File: config.mk
export PLATFORM = sky130hd
export DESIGN_NAME = regfile_write_arbiter_flat
export DESIGN_NICKNAME = d
export VERILOG_FILES = /design/src/rtl/regfile_write_arbiter_if.sv /design/src/rtl/regfile_write_arbiter.sv /design/src/flat_wrapper.sv
export SDC_FILE = /design/constraint.sdc
export NUM_CORES = 1
export LEC_CHECK = 0
export CAP_MARGIN = 0
export CELL_PAD_IN_SITES_DETAIL_PLACEMENT = 2
export CELL_PAD_IN_SITES_GLOBAL_PLACEMENT = 2
export CORE_AREA = 5 5 69 71
export CTS_BUF_LIST = sky130_fd_sc_hd__clkbuf_16
export DETAILED_ROUTE_END_ITERATION = 12
export DIE_AREA = 0 0 74 76
export HOLD_SLACK_MARGIN = 0.05
export PLACE_DENSITY_LB_ADDON = 0.08
export SLEW_MARGIN = 20
export SYNTH_ARGS = -nofsm -noshare
export SYNTH_HDL_FRONTEND = slang
export SYNTH_SLANG_ARGS = --single-unit
File: constraint.sdc
create_clock -name CLK -period 1.3 [get_ports CLK]
set_input_delay 0.13 -clock CLK [delete_from_list [all_inputs] [get_ports CLK]]
set_output_delay 0.13 -clock CLK [all_outputs]
set_load 0.05 [all_outputs]
File: src/rtl/regfile_write_arbiter_if.sv
// Handshake bundle between two write requesters, the clear requester and the
// register-file write port driven by regfile_write_arbiter.
interface regfile_write_arbiter_if #(
  parameter int DATA_W = 8,
  parameter int ADDR_W = 3
);
  logic              REQ0;
  logic [ADDR_W-1:0] REQ0_ADDR;
  logic [DATA_W-1:0] REQ0_DATA;
  logic              GNT0;
  logic              REQ1;
  logic [ADDR_W-1:0] REQ1_ADDR;
  logic [DATA_W-1:0] REQ1_DATA;
  logic              GNT1;
  logic              CLEAR_REQ;
  logic              CLEAR_BUSY;
  logic              WRITE;
  logic [ADDR_W-1:0] INADDRESS;
  logic [DATA_W-1:0] IN;

  modport master (
    output REQ0, REQ0_ADDR, REQ0_DATA,
    output REQ1, REQ1_ADDR, REQ1_DATA,
    output CLEAR_REQ,
    input  GNT0, GNT1, CLEAR_BUSY, WRITE, INADDRESS, IN
  );

  modport slave (
    input  REQ0, REQ0_ADDR, REQ0_DATA,
    input  REQ1, REQ1_ADDR, REQ1_DATA,
    input  CLEAR_REQ,
    output GNT0, GNT1, CLEAR_BUSY, WRITE, INADDRESS, IN
  );
endinterface

File: src/rtl/regfile_write_arbiter.sv
// Round-robin arbiter for two register-file writers plus a clear sequencer
// that zeroes registers 0..NREGS-1. Every output is registered.
module regfile_write_arbiter #(
  parameter int DATA_W = 8,
  parameter int ADDR_W = 3,
  parameter int NREGS  = 8
) (
  input  logic                  CLK,
  input  logic                  RESET,
  regfile_write_arbiter_if.slave bus
);

  typedef enum logic {IDLE, CLEAR} state_t;

  localparam logic [ADDR_W-1:0] CLR_LAST = ADDR_W'(NREGS - 1);

  state_t            state, state_nx;
  logic [ADDR_W-1:0] clr_cnt, clr_cnt_nx;
  logic              rr_favour1, rr_favour1_nx;

  logic              gnt0_q, gnt1_q, busy_q, write_q;
  logic [ADDR_W-1:0] addr_q;
  logic [DATA_W-1:0] data_q;

  logic              gnt0_nx, gnt1_nx, busy_nx, write_nx;
  logic [ADDR_W-1:0] addr_nx;
  logic [DATA_W-1:0] data_nx;

  logic              elig0, elig1;
  logic              pick0, pick1, start_clr;

  // State and registered outputs
  always_ff @(posedge CLK or negedge RESET) begin
    if (!RESET) begin
      state      <= IDLE;
      clr_cnt    <= '0;
      rr_favour1 <= 1'b0;
      gnt0_q     <= 1'b0;
      gnt1_q     <= 1'b0;
      busy_q     <= 1'b0;
      write_q    <= 1'b0;
      addr_q     <= '0;
      data_q     <= '0;
    end else begin
      state      <= state_nx;
      clr_cnt    <= clr_cnt_nx;
      rr_favour1 <= rr_favour1_nx;
      gnt0_q     <= gnt0_nx;
      gnt1_q     <= gnt1_nx;
      busy_q     <= busy_nx;
      write_q    <= write_nx;
      addr_q     <= addr_nx;
      data_q     <= data_nx;
    end
  end

  // A request seen while its own grant is still showing was already served.
  assign elig0 = bus.REQ0 & ~gnt0_q;
  assign elig1 = bus.REQ1 & ~gnt1_q;

  // Next-state and arbitration decision
  always_comb begin
    state_nx      = state;
    clr_cnt_nx    = clr_cnt;
    rr_favour1_nx = rr_favour1;
    pick0         = 1'b0;
    pick1         = 1'b0;
    start_clr     = 1'b0;
    case (state)
      IDLE: begin
        if (bus.CLEAR_REQ) begin
          // Address 0 is written on the entry edge; CLEAR covers 1..NREGS-1.
          start_clr = 1'b1;
          if (NREGS > 1) begin
            state_nx   = CLEAR;
            clr_cnt_nx = ADDR_W'(1);
          end
        end else if (elig0 && elig1) begin
          pick0         = ~rr_favour1;
          pick1         = rr_favour1;
          rr_favour1_nx = ~rr_favour1;
        end else if (elig0) begin
          pick0         = 1'b1;
          rr_favour1_nx = 1'b1;
        end else if (elig1) begin
          pick1         = 1'b1;
          rr_favour1_nx = 1'b0;
        end
      end
      CLEAR: begin
        if (clr_cnt == CLR_LAST) begin
          state_nx = IDLE;
        end else begin
          clr_cnt_nx = clr_cnt + ADDR_W'(1);
        end
      end
      default: state_nx = IDLE;
    endcase
  end

  // Values loaded into the output registers at the coming edge
  always_comb begin
    gnt0_nx  = 1'b0;
    gnt1_nx  = 1'b0;
    busy_nx  = 1'b0;
    write_nx = 1'b0;
    addr_nx  = '0;
    data_nx  = '0;
    if (state == CLEAR) begin
      busy_nx  = 1'b1;
      write_nx = 1'b1;
      addr_nx  = clr_cnt;
    end else if (start_clr) begin
      busy_nx  = 1'b1;
      write_nx = 1'b1;
    end else if (pick0) begin
      gnt0_nx  = 1'b1;
      write_nx = 1'b1;
      addr_nx  = bus.REQ0_ADDR;
      data_nx  = bus.REQ0_DATA;
    end else if (pick1) begin
      gnt1_nx  = 1'b1;
      write_nx = 1'b1;
      addr_nx  = bus.REQ1_ADDR;
      data_nx  = bus.REQ1_DATA;
    end
  end

  assign bus.GNT0       = gnt0_q;
  assign bus.GNT1       = gnt1_q;
  assign bus.CLEAR_BUSY = busy_q;
  assign bus.WRITE      = write_q;
  assign bus.INADDRESS  = addr_q;
  assign bus.IN         = data_q;

endmodule

File: src/flat_wrapper.sv
// flat-port wrapper written by rule: the top's interface ports become plain ports
module regfile_write_arbiter_flat 
#(
  parameter int DATA_W = 8,
  parameter int ADDR_W = 3,
  parameter int NREGS  = 8
)
  (CLK, RESET, bus_REQ0, bus_REQ0_ADDR, bus_REQ0_DATA, bus_REQ1, bus_REQ1_ADDR, bus_REQ1_DATA, bus_CLEAR_REQ, bus_GNT0, bus_GNT1, bus_CLEAR_BUSY, bus_WRITE, bus_INADDRESS, bus_IN);
  regfile_write_arbiter_if #(.DATA_W(DATA_W), .ADDR_W(ADDR_W)) bus_i ();
  input  logic CLK;
  input  logic RESET;
  input wire logic [$bits(bus_i.REQ0)-1:0] bus_REQ0;
  input wire logic [$bits(bus_i.REQ0_ADDR)-1:0] bus_REQ0_ADDR;
  input wire logic [$bits(bus_i.REQ0_DATA)-1:0] bus_REQ0_DATA;
  input wire logic [$bits(bus_i.REQ1)-1:0] bus_REQ1;
  input wire logic [$bits(bus_i.REQ1_ADDR)-1:0] bus_REQ1_ADDR;
  input wire logic [$bits(bus_i.REQ1_DATA)-1:0] bus_REQ1_DATA;
  input wire logic [$bits(bus_i.CLEAR_REQ)-1:0] bus_CLEAR_REQ;
  output wire logic [$bits(bus_i.GNT0)-1:0] bus_GNT0;
  output wire logic [$bits(bus_i.GNT1)-1:0] bus_GNT1;
  output wire logic [$bits(bus_i.CLEAR_BUSY)-1:0] bus_CLEAR_BUSY;
  output wire logic [$bits(bus_i.WRITE)-1:0] bus_WRITE;
  output wire logic [$bits(bus_i.INADDRESS)-1:0] bus_INADDRESS;
  output wire logic [$bits(bus_i.IN)-1:0] bus_IN;
  assign bus_i.REQ0 = bus_REQ0;
  assign bus_i.REQ0_ADDR = bus_REQ0_ADDR;
  assign bus_i.REQ0_DATA = bus_REQ0_DATA;
  assign bus_i.REQ1 = bus_REQ1;
  assign bus_i.REQ1_ADDR = bus_REQ1_ADDR;
  assign bus_i.REQ1_DATA = bus_REQ1_DATA;
  assign bus_i.CLEAR_REQ = bus_CLEAR_REQ;
  assign bus_GNT0 = bus_i.GNT0;
  assign bus_GNT1 = bus_i.GNT1;
  assign bus_CLEAR_BUSY = bus_i.CLEAR_BUSY;
  assign bus_WRITE = bus_i.WRITE;
  assign bus_INADDRESS = bus_i.INADDRESS;
  assign bus_IN = bus_i.IN;
  regfile_write_arbiter #(.DATA_W(DATA_W), .ADDR_W(ADDR_W), .NREGS(NREGS)) u_core (.CLK(CLK), .RESET(RESET), .bus(bus_i));
endmodule
---- Yosys cells after proc, flatten, opt, wreduce, memory -nomap -nowiden ----
Index checks and enable logic that the tools add are counted.
storage, ports and cells
  flip-flop bits (word level) ............. 20
  bits in latches ......................... 0
  RAM bits ................................ 0
  ROM bits ................................ 0
  input bits .............................. 27
  output and inout bits ................... 15
  word-level logic and storage cells ...... 63
  memories kept ........................... 0
cells by class
  $add $sub $neg .......................... 1
  multipliers ............................. 0
  divide/modulo/power cells ............... 0
  magnitude comparators ................... 0
  equality and inequality tests ........... 3
  shifts and indexed selects .............. 0
  muxes and demuxes ....................... 39
  bitwise operators ....................... 7
  reduce and logical (&&, ||, !) cells .... 4
operator list
  cell                                                           count
  8-bit 2-to-1 mux                                               4
  1-bit 2-to-1 mux                                               27
  3-bit 2-to-1 mux                                               6
  3-bit case mux with 2 select lines                             1
  1-bit NOT                                                      5
  2-bit inequality test, second input constant                   2
  3-bit by 1-bit adder with 3-bit output, second input constant  1
  3-bit equality test, second input constant                     1
  3-bit AND reduction                                            1
  3-bit nonzero test                                             1
  1-bit bitwise AND                                              2
  1-bit case mux with 2 select lines                             1
  2-bit AND reduction                                            1
  1-bit logical AND                                              1

---- Logic depth before layout (Yosys ltp) ----
  word-level depth ........................ 11
  mapped depth ............................ 5
  mapped depth without buffers ............ 4

---- Least setup slack after synthesis ----
No wires, ideal clock.
  path kind ............................... register to register
  start ................................... register u_core.gnt0_q, in the netlist u_core.bus.GNT0
  end ..................................... register u_core.addr_q[1], in the netlist u_core.bus.INADDRESS[1]
  library setup time ...................... 126 ps
  arrival time ............................ 1427 ps
  required time ........................... 1174 ps
  path slack .............................. -253 ps
  cell stages (with the launch flop) ...... 5
  buffers on the path ..................... 1
  clock period less this slack ............ 1553 ps
  cells stage by stage .................... dfrtp_1 -> nand2b_1 -> o21a_2 -> buf_6 -> a221o_1
between the ends
  cells in the longest elaborated chain, start to end .. 10
  elaborated cells between the ends (all ways) .. 15
  those cells by class .................... 12 x mux; 2 x bitwise; 1 x reduce/logical
RTL lines
  element                                                       line                                                      RTL
  start: declaration                                            regfile_write_arbiter.sv:21                               logic gnt0_q, gnt1_q, busy_q, write_q;
  start signal: assignment                                      regfile_write_arbiter.sv:48                               gnt0_q <= gnt0_nx;
  1-bit NOT (*)                                                 regfile_write_arbiter.sv:58                               assign elig0 = bus.REQ0 & ~gnt0_q;
  1-bit bitwise AND (*)                                         regfile_write_arbiter.sv:58
  1-bit 2-to-1 mux / 1-bit logical AND (equally long branches)  regfile_write_arbiter.sv:82, regfile_write_arbiter.sv:78
  1-bit 2-to-1 mux                                              regfile_write_arbiter.sv:78                               end else if (elig0 && elig1) begin
  1-bit 2-to-1 mux                                              regfile_write_arbiter.sv:71                               if (bus.CLEAR_REQ) begin
  1-bit 2-to-1 mux                                              regfile_write_arbiter.sv:69                               case (state)
  3-bit 2-to-1 mux                                              regfile_write_arbiter.sv:121                              end else if (pick1) begin
  3-bit 2-to-1 mux (*)                                          regfile_write_arbiter.sv:116                              end else if (pick0) begin
  3-bit 2-to-1 mux (*)                                          regfile_write_arbiter.sv:113                              end else if (start_clr) begin
  3-bit 2-to-1 mux (*)                                          regfile_write_arbiter.sv:109                              if (state == CLEAR) begin
  net u_core.addr_nx[1]                                         regfile_write_arbiter.sv:26                               logic [ADDR_W-1:0] addr_nx;
  end signal: assignment                                        regfile_write_arbiter.sv:52                               addr_q <= addr_nx;
  end: declaration                                              regfile_write_arbiter.sv:22                               logic [ADDR_W-1:0] addr_q;
Mark *: on every way through the listed nets, which the timed path passes. The rest lies on a longest branch.
A chain may end at the register's enable or synchronous reset.

---- Worst setup path in the final report ----
  start ................................... register u_core.clr_cnt[1]
  end ..................................... register u_core.clr_cnt[2]
between the ends
  cells in the longest elaborated chain, start to end .. 3
  elaborated cells between the ends (all ways) .. 6
  those cells by class .................... 1 x add/sub; 2 x eq/ne; 2 x mux; 1 x reduce/logical
RTL lines
  element                                                                               line                                                      RTL
  start: declaration                                                                    regfile_write_arbiter.sv:18                               logic [ADDR_W-1:0] clr_cnt, clr_cnt_nx;
  start signal: assignment                                                              regfile_write_arbiter.sv:46                               clr_cnt <= clr_cnt_nx;
  3-bit by 1-bit adder with 3-bit output / 3-bit equality test (equally long branches)  regfile_write_arbiter.sv:94, regfile_write_arbiter.sv:91
  3-bit 2-to-1 mux / 2-bit inequality test (equally long branches)                      --
  3-bit case mux with 2 select lines / 2-bit AND reduction (equally long branches)      --
Several ways; a longest one is shown, not always the timed one. The select of a mux whose other input is x is not followed.

==> impl_metrics.toml <==
[run_status]
outcome = "complete, but fails checks"
violations = "negative setup slack"

[floorplan]
die_area_sq_um = 5620
die_w_um = 74
io_pins = 42
fp.dieH_um = 76
start_util_pct = 20.5
core_sq_um = 4170
rows = 24

[placed_design]
placed_area_sq_um = 1540
post-place-ws_ns = -0.274
port_buffers = 41
gp_congestion = 0.633
hpwl_mm = 2.05

[timing]
setup_violations = 8
rsz0062_at_grt = "yes"
fin_ws_ns = -0.0669
tightest_slew_ns = 0.320
relSlewSlack_pct = 78.5
fmax_mhz = 732
finClkSkew_ns = 0.00415
hold_violations = 0
min_period_ns = 1.37
post-route-period-util_pct = 105
slew_violations = 0

[synthesis]
netlist_instances = 58
syn_nets = 87
synth_top_area_cell = "dfrtp_1"
postSynthAreaPerCell_sq_um = 14.8
synth_cell_types = 23
synth_area_sq_um = 857
synth-seq-cells = 20
yosys-top-cells-area = "dfrtp_1 (58%), a22o_1 (8.2%), buf_6 (3.9%), ha_1 (2.9%), nor4b_4 (2.8%)"
ys_seq_area_share_pct = 58.4
yosysWarnings = 0
synth_top_area_share_pct = 58.4

[layout]
fin_nets = 143
final_common_cell = "clkdlybuf4s50_1"
antennaDiodeCount = 0
multiInputGateArea_sq_um = 355
drive_gt1_share_pct = 46.0
layout_common_cells = "clkdlybuf4s50_1 (26), dfrtp_1 (17), buf_12 (15), buf_4 (11), a22o_1 (8)"
post-route-util_pct = 39.9
n_fill_cell = 431
area.sequential_sq_um = 504
final_cell_area_sq_um = 1670
syn2layout_area_growth_pct = 94.3

[grt]
track_usage_pct = 10.0
grt_pass1_vias = 862
grt_antenna_before_repair = 0
grt_max_degree = 21
grt_pass1_wl_mm = 4.33
overflow = 0

[power_and_ir_drop]
power.total_w = 0.00310
p_leak_nw = 0.712
p_per_area_nw_per_um2 = 1860
ir_worst_vdd_uv = 585

[setup_path]
worst_ep_required_time_ns = 1.44
startpoint_type = "flop"
worstPathMaxFanout = 2
crit_type = "reg2reg"
cp.arrival_ns = 1.50
endpoint_kind = "flop"

[route]
wl_mm = 2.69
first_pass_iters = 2
via_per_inst = 4.36
wl_per_cell_um = 16.3
drc = 0
dr_total_vias = 720
drt_iter0_markers = 6
antenna_left = 0

[clock_network]
clk_latency_ns = 0.25
cts_buffers = 3
cts_buffer_depth = 2
cts_root_buf = "clkbuf_16"
path_clk_slew_ns = 0.06
cts_tree = "built"
htreeDepth = 1
cts.sinks = 20
hold_buffers = 0

[job]
maxCapViolations = 0

[hold_path]
hold_path_class = "in2async"
## sequential cells by signal, indices dropped and copies added, names as in the netlist
name / count
u_core.bus.GNT0: 1
u_core.bus.CLEAR_BUSY: 1
u_core.clr_cnt: 3
u_core.bus.GNT1: 1
u_core.rr_favour1: 1
u_core.bus.INADDRESS: 3
u_core.bus.IN: 8
u_core.bus.WRITE: 1
u_core.state: 1
## final cells by class
class | instances | area share, %
timing repair buffer | 53 | 39.3
tap | 52 | 3.91
clock buffer | 3 | 4.51
inverter | 2 | 0.451
sequential | 20 | 30.3
multi-input combinational | 34 | 21.3
clock inverter | 1 | 0.225
## synth_stat cells (all sizes together)
| cell | instances |
|---|---|
| nand2 | 1 |
| mux2 | 2 |
| nand2b | 2 |
| a21oi | 1 |
| a22o | 10 |
| dfrtp | 20 |
| a2bb2oi | 1 |
| inv | 2 |
| xor2 | 1 |
| buf | 3 |
| o21ai | 1 |
| nand3 | 1 |
| nor4b | 2 |
| nor2 | 1 |
| a221o | 3 |
| o21a | 2 |
| and2 | 3 |
| ha | 2 |
## path summary, 6_finish.rpt
path | from | endpoint | slack [ns] | cells after the start
max in group asynchronous | RESET | u_core.state | 0.84 | 2
setup / recovery | u_core.clr_cnt[1] | u_core.clr_cnt[2] | -0.07 | 4
hold / removal | RESET | u_core.clr_cnt[0] | 0.23 | 2
setup reg to reg | u_core.clr_cnt[1] | u_core.clr_cnt[2] | -0.07 | 4
hold reg to reg | u_core.clr_cnt[2] | u_core.clr_cnt[2] | 0.63 | 1
min in group CLK | bus_REQ1_DATA[7] | u_core.bus.IN[7] | 0.48 | 2
## worst max-delay path: stages, from the launching register on
cell and delay [ns]:
dfrtp_1 0.39, ha_2 0.21, ha_4 0.20, mux2_2 0.26, a22o_2 0.20
## timing repair
action | 4_1_cts | 5_1_grt
endpoints found under the setup margin | 14 | 15
resized for setup | 2 | 2
pin swaps | 6 | 4
gates cloned | 1 | 0
buffers inserted | 3 | 0
## layer usage
layer	track usage, %	vias to the layer above	routed length [um]
met5	0	-	0
met4	2.72	0	17
met3	3.03	2	179
met2	17.0	24	1420
met1	12.1	368	1070
li1	-	326	-
## power breakdown
group | total, W | internal [W] | switching (W)
logic | 0.00151 | 0.000836 | 0.000671
registers | 0.000951 | 0.000798 | 0.000152
clock network | 0.000638 | 0.000409 | 0.000229
total | 0.00310 | 0.00204 | 0.00105
## cells by family (layout without fill, tap and decap cells)
kind of cell / Yosys count / in the layout / synth area share [%]
DFF: 20 / 20 / 58.4
xor gates and xnor gates: 1 / 1 / 1.02
adders and majority gates: 2 / 2 / 2.92
and+or+nand+nor: 10 / 10 / 10.9
AOI/OAI and AO/OA: 18 / 19 / 19.3
buffers and inverters: 5 / 59 / 4.82
muxes: 2 / 2 / 2.63
## per-stage QoR
| step | cells | hold slack (ns) | setup TNS (ns) |
|---|---|---|---|
| CTS | 165 | 0.239 | -0.189 |
| finish | 165 | 0.226 | -0.150 |
| global route | 165 | 0.279 | -0.765 |
| floorplan | 58 | -0.166 | -0.827 |
| global placement | 157 | 0.500 | -2.79 |
| detailed placement | 157 | 0.512 | -3.18 |
(Power assumes the default switching activity.)
